## config.mk

```make
export PLATFORM = sky130hd
export DESIGN_NAME = rr_arbiter8
export DESIGN_NICKNAME = d
export VERILOG_FILES = /design/src/rtl/rr_arbiter8.sv
export SDC_FILE = /design/constraint.sdc
export NUM_CORES = 1
export LEC_CHECK = 0
export CORE_MARGIN = 1.5
export CORE_UTILIZATION = 62
export DETAILED_ROUTE_END_ITERATION = 10
export PLACE_DENSITY = 0.9
export SYNTH_ARGS = -nofsm -noshare
export SYNTH_HDL_FRONTEND = slang
export SYNTH_SLANG_ARGS = --single-unit
export TNS_END_PERCENT = 20
```

## constraint.sdc

```tcl
create_clock -name clock -period 5 [get_ports clock]
set_clock_uncertainty 0.05 [all_clocks]
set_input_delay 0.5 -clock clock [delete_from_list [all_inputs] [get_ports clock]]
set_output_delay 0.5 -clock clock [all_outputs]
set_load 0.02 [all_outputs]
```

## src/rtl/rr_arbiter8.sv

```systemverilog
// Round-robin arbiter with per-owner hold limit and one-hot registered grant.
// Ports: clock, reset (sync, active-high), req[N], gnt[N], gnt_valid, gnt_id[3], any_req.

module or8way (
    input  logic [7:0] a,
    output logic       y
);
    logic [3:0] l1;
    logic [1:0] l2;

    assign l1 = a[7:4] | a[3:0];
    assign l2 = l1[3:2] | l1[1:0];
    assign y  = l2[1] | l2[0];
endmodule

module rr_arbiter8 #(
    parameter int N        = 8,
    parameter int HOLD_MAX = 4,
    parameter int CW       = 4
) (
    input  logic         clock,
    input  logic         reset,
    input  logic [N-1:0] req,
    output logic [N-1:0] gnt,
    output logic         gnt_valid,
    output logic [2:0]   gnt_id,
    output logic         any_req
);

    typedef enum logic {
        IDLE,
        GRANT
    } state_t;

    localparam logic [CW-1:0] HM1 =
        CW'((HOLD_MAX == 0) ? 0 : HOLD_MAX - 1);

    state_t        state;
    logic [2:0]    ptr;
    logic [CW-1:0] hold_cnt;

    logic [N-1:0]  others;
    logic [2:0]    nxt;
    logic [2:0]    sel_idle;
    logic [2:0]    sel_next;
    logic          rel;
    logic          preempt;

    generate
        if (N == 8) begin : g_or8
            or8way u_or (
                .a (req),
                .y (any_req)
            );
        end else begin : g_orn
            assign any_req = |req;
        end
    endgenerate

    // First requester at or after s, cyclically.
    // Scanning backwards lets the closest hit win.
    function automatic logic [2:0] search(
        input logic [N-1:0] r,
        input logic [2:0]   s
    );
        logic [2:0] idx;
        search = 3'd0;
        for (int k = N - 1; k >= 0; k--) begin
            idx = 3'((int'(s) + k) % N);
            if (r[idx]) search = idx;
        end
    endfunction

    always_comb begin
        others   = req & ~gnt;
        nxt      = (gnt_id == 3'(N - 1)) ? 3'd0 : gnt_id + 3'd1;
        rel      = ~req[gnt_id];
        preempt  = (HOLD_MAX != 0) && (hold_cnt == HM1) && (|others);
        sel_idle = search(req, ptr);
        // Owner bit is excluded, so on preemption the old
        // owner can only come back after everyone else.
        sel_next = search(others, nxt);
    end

    always_ff @(posedge clock) begin
        if (reset) begin
            state     <= IDLE;
            gnt       <= '0;
            gnt_valid <= 1'b0;
            gnt_id    <= 3'd0;
            ptr       <= 3'd0;
            hold_cnt  <= '0;
        end else begin
            unique case (state)
                IDLE: begin
                    if (any_req) begin
                        gnt       <= N'(1) << sel_idle;
                        gnt_id    <= sel_idle;
                        gnt_valid <= 1'b1;
                        hold_cnt  <= '0;
                        state     <= GRANT;
                    end
                end
                GRANT: begin
                    if (rel) begin
                        ptr      <= nxt;
                        hold_cnt <= '0;
                        if (|others) begin
                            gnt    <= N'(1) << sel_next;
                            gnt_id <= sel_next;
                        end else begin
                            gnt       <= '0;
                            gnt_id    <= 3'd0;
                            gnt_valid <= 1'b0;
                            state     <= IDLE;
                        end
                    end else if (preempt) begin
                        ptr      <= nxt;
                        hold_cnt <= '0;
                        gnt      <= N'(1) << sel_next;
                        gnt_id   <= sel_next;
                    end else if (HOLD_MAX != 0 && hold_cnt != HM1) begin
                        hold_cnt <= hold_cnt + 1'b1;
                    end
                end
                default: state <= IDLE;
            endcase
        end
    end

endmodule

```

==> impl_metrics.yaml <==
die:
  die_area_mm2: 0.00479
  num_rows: 23
  start_util_pct: 66.0
  fp.coreArea_mm2: 0.00412
  fp.dieW_um: 69.2
  ios: 23
  fp.dieH_um: 69.2
critical_path:
  path_buf_inv: 0
  crit_required_ns: 5.13
  slowest_stage: "ha_1"
  cp_slowest_stage_delay_ns: 0.84
  cp-startpoint: "gnt_id[0]$_SDFFE_PP0P_"
  reg2reg_to: "gnt[6]$_SDFFE_PP0P_"
  path_depth: 9
  cp_max_fo: 23
  endpoint: "gnt[6]$_SDFFE_PP0P_"
  critPathMostFrequentCell: "ha_1"
  critPathLaunchType: "flip-flop"
  reg2reg_depth: 9
  crit_path_cell_trace: "ha_1 -> ha_1 -> xor2_1 -> mux4_2 -> a311oi_2 -> a211o_2 -> o21ai_2 -> or3b_1 -> o211ai_1"
  timing.rr.start: "gnt_id[0]$_SDFFE_PP0P_"
  critical-path-top-delay-family: "adder cells"
  rrSetupSlack_ns: 0.96
  cp.arrival_ns: 4.18
  path_class: "reg2reg"
  cp-end-kind: "flip-flop"
power_and_ir_drop:
  p_sw_mw: 1.18
  p_sw_share_pct: 52.9
  p_per_area_mw_per_mm2: 756
  combPwrFrac_pct: 82.9
  pwr-share-seq_pct: 12.5
  power.leakage_nw: 1.07
  total_power_mw: 2.24
  vdd_drop_max_mv: 0.467
  clockPowerShare_pct: 4.7
  intPower_mw: 1.05
clock_tree:
  holdBufCountCts: 0
  clkSinkCount: 20
  cts_buffer_depth: 2
  clockRootBuffer: "clkbuf_8"
  h-tree-depth: 1
  clkTransAtPathRegs_ns: 0.07
  tritoncts: "built"
  cts_resized: 0
  worstSkewPairLatency_ns: 0.26
  postCtsSetupRepairBufs: 0
  cts_made_buffers: 3
timing:
  rsz0062_at_grt: "no"
  fin_worst_hold_slack_ns: 0.433
  fin_crit_sh_pct: 80.8
  hold_viol_final: 0
  max_freq_ghz: 0.247
  slew_violations: 0
  fin_tns_setup_ns: 0
  setup_viol: 0
  max_slew.worst_pin.slew_ns: 0.822
  min_period_ns: 4.04
  slew_headroom_pct: 45.2
detailed_routing:
  vias: 2712
  highest_layer: "met4"
  vias_per_cell: 7.39
  route.met2.wl_mm: 3.57
  met1_length_mm: 2.80
  ant_nets: 0
  met3_length_um: 724
  first_iter_violations: 440
  remaining_drc_errors: 0
  routed_wl_mm: 7.25
  wl_per_cell_um: 19.7
  drt_pre_antenna_iters: 5
place:
  port_buffers: 22
  dpl.hpwl_mm: 5.53
  gp_congestion: 0.967
finish:
  layout.nets: 335
  utilization_pct: 71.9
  mostFrequentLayoutCell: "nor2_1"
  antennaDiodeCount: 0
  final_cell_mix: "26 x nor2_1, 23 x mux4_2, 22 x clkdlybuf4s50_1"
  drive_above_1_share_pct: 14.2
  area_growth_pct: 8.94
worst_hold_path:
  min_path_type: "reg2reg"
grt:
  grt_pass1_wl_mm: 12.5
  grt_max_degree: 24
  grt_pass1_vias: 2560
  grt.total_usage_pct: 31.3
  antenna_found_initial: 0
  overflow: 0
flow_run:
  maxCapViolCount: 0
synthesis:
  synth_cell_types: 66
  syn_area_per_cell_um2: 8.82
  synthArstFlopShare_pct: 0
  synth_fp_nets: 324
  yosysWarningCount: 0
  ys_seq_elements: 20
  synth-edff-count: 0
  synth-main-ff-cell: "dfxtp_1"
  yosysSeqAreaShare_pct: 14.7
  syn_area_mm2: 0.00272
  syn_inst: 308
status:
  status: "finished, final reports clean"
==> through the flow <==
step	instance area (um2)	cells	worst slack, ns
detailed placement	2920	364	1.06
floorplan	2720	308	1.67
CTS	2960	367	1.04
finish	2960	367	0.958
global route	2960	367	0.760
global placement	2920	364	1.16
==> logic make-up (layout without fill, tap and decap cells) <==
| group | count (synthesis) | in the layout | synth area share, % |
|---|---|---|---|
| compound gates | 79 | 79 | 21.3 |
| xor+xnor | 11 | 11 | 3.82 |
| flops | 20 | 20 | 14.7 |
| fa+ha+maj | 6 | 6 | 2.76 |
| buf+inv | 30 | 39 | 5.07 |
| simple gates | 111 | 111 | 22.0 |
| mux | 51 | 51 | 30.3 |
==> power groups by stage <==
stage / registers [mW] / clock network, mW / logic (mW)
after floorplan: 0.272 / 0 / 1.45
after global placement: 0.278 / 0 / 1.75
after detailed placement: 0.280 / 0 / 1.80
after CTS: 0.277 / 0.105 / 1.81
after global routing: 0.287 / 0.111 / 2.00
final: 0.279 / 0.104 / 1.85
==> tightest hold or removal path, delay by kind of cell, from the launching register on <==
family,cells,cell delay [ns]
flops,1,0.33
simple gates,1,0.06
compound gates,1,0.05
==> final cells by class <==
class,instances,area [um2]
fillers,305,1160
inverters,13,48.8
well taps,50,62.6
clock buffers,3,41.3
flip-flops and latches,20,400
repair buffers,23,228
multi-input cells,258,2180
==> worst min-delay path by stage <==
stage,start,to,slack (ns),cells after the start
detailed placement,hold_cnt[2]$_SDFFE_PP0P_,hold_cnt[2]$_SDFFE_PP0P_,0.43,2
CTS,hold_cnt[2]$_SDFFE_PP0P_,hold_cnt[2]$_SDFFE_PP0P_,0.44,2
finish,hold_cnt[2]$_SDFFE_PP0P_,hold_cnt[2]$_SDFFE_PP0P_,0.43,2
global placement,gnt_valid$_SDFFE_PP0P_,gnt_valid$_SDFFE_PP0P_,0.40,1
global route,gnt_valid$_SDFFE_PP0P_,gnt_valid$_SDFFE_PP0P_,0.46,1
floorplan,hold_cnt[2]$_SDFFE_PP0P_,hold_cnt[2]$_SDFFE_PP0P_,0.41,2
==> registers in the layout (all words and copies together) (netlist names) <==
| signal | count |
|---|---|
| gnt | 8 |
| gnt_id | 3 |
| gnt_valid | 1 |
| hold_cnt | 4 |
| ptr | 3 |
| state | 1 |
==> synth_stat cells (2+ instances only) <==
master	instances	share of area (%)
o221ai_1	2	0.64
nor2b_1	10	2.3
nand3b_1	2	0.55
mux4_2	23	19
buf_6	2	0.83
mux2i_1	20	7.4
nor2_1	26	3.6
o211ai_1	7	1.9
a211o_1	4	1.3
a22o_1	3	0.97
a211oi_1	4	1.1
o21ai_1	3	0.55
xnor2_1	6	1.9
ha_1	6	2.8
dfxtp_1	20	15
a311oi_1	3	0.97
mux2_2	7	2.9
a31oi_1	5	1.2
o21bai_1	3	0.83
nand4b_1	2	0.64
a41oi_1	2	0.64
inv_1	13	1.8
o21ai_0	7	1.3
nor4_1	4	0.92
nor3_1	9	1.7
nand3_1	10	1.8
buf_2	5	0.92
a22oi_1	5	1.4
a21oi_1	14	2.6
nand2b_1	10	2.3
xor2_1	4	1.3
nand2_1	18	2.5
a221oi_1	3	0.97
nand4_1	5	1.2
o31ai_1	2	0.55
nor4b_1	2	0.64
clkbuf_1	8	1.1
==> routing by layer <==
layer | vias up | GRT usage (%)
li1 | 1228 | -
met1 | 1279 | 43.1
met2 | 188 | 51.7
met3 | 17 | 2.76
met4 | 0 | 11.3
met5 | - | 0
Note: power is estimated with default switching activity, not from simulation.
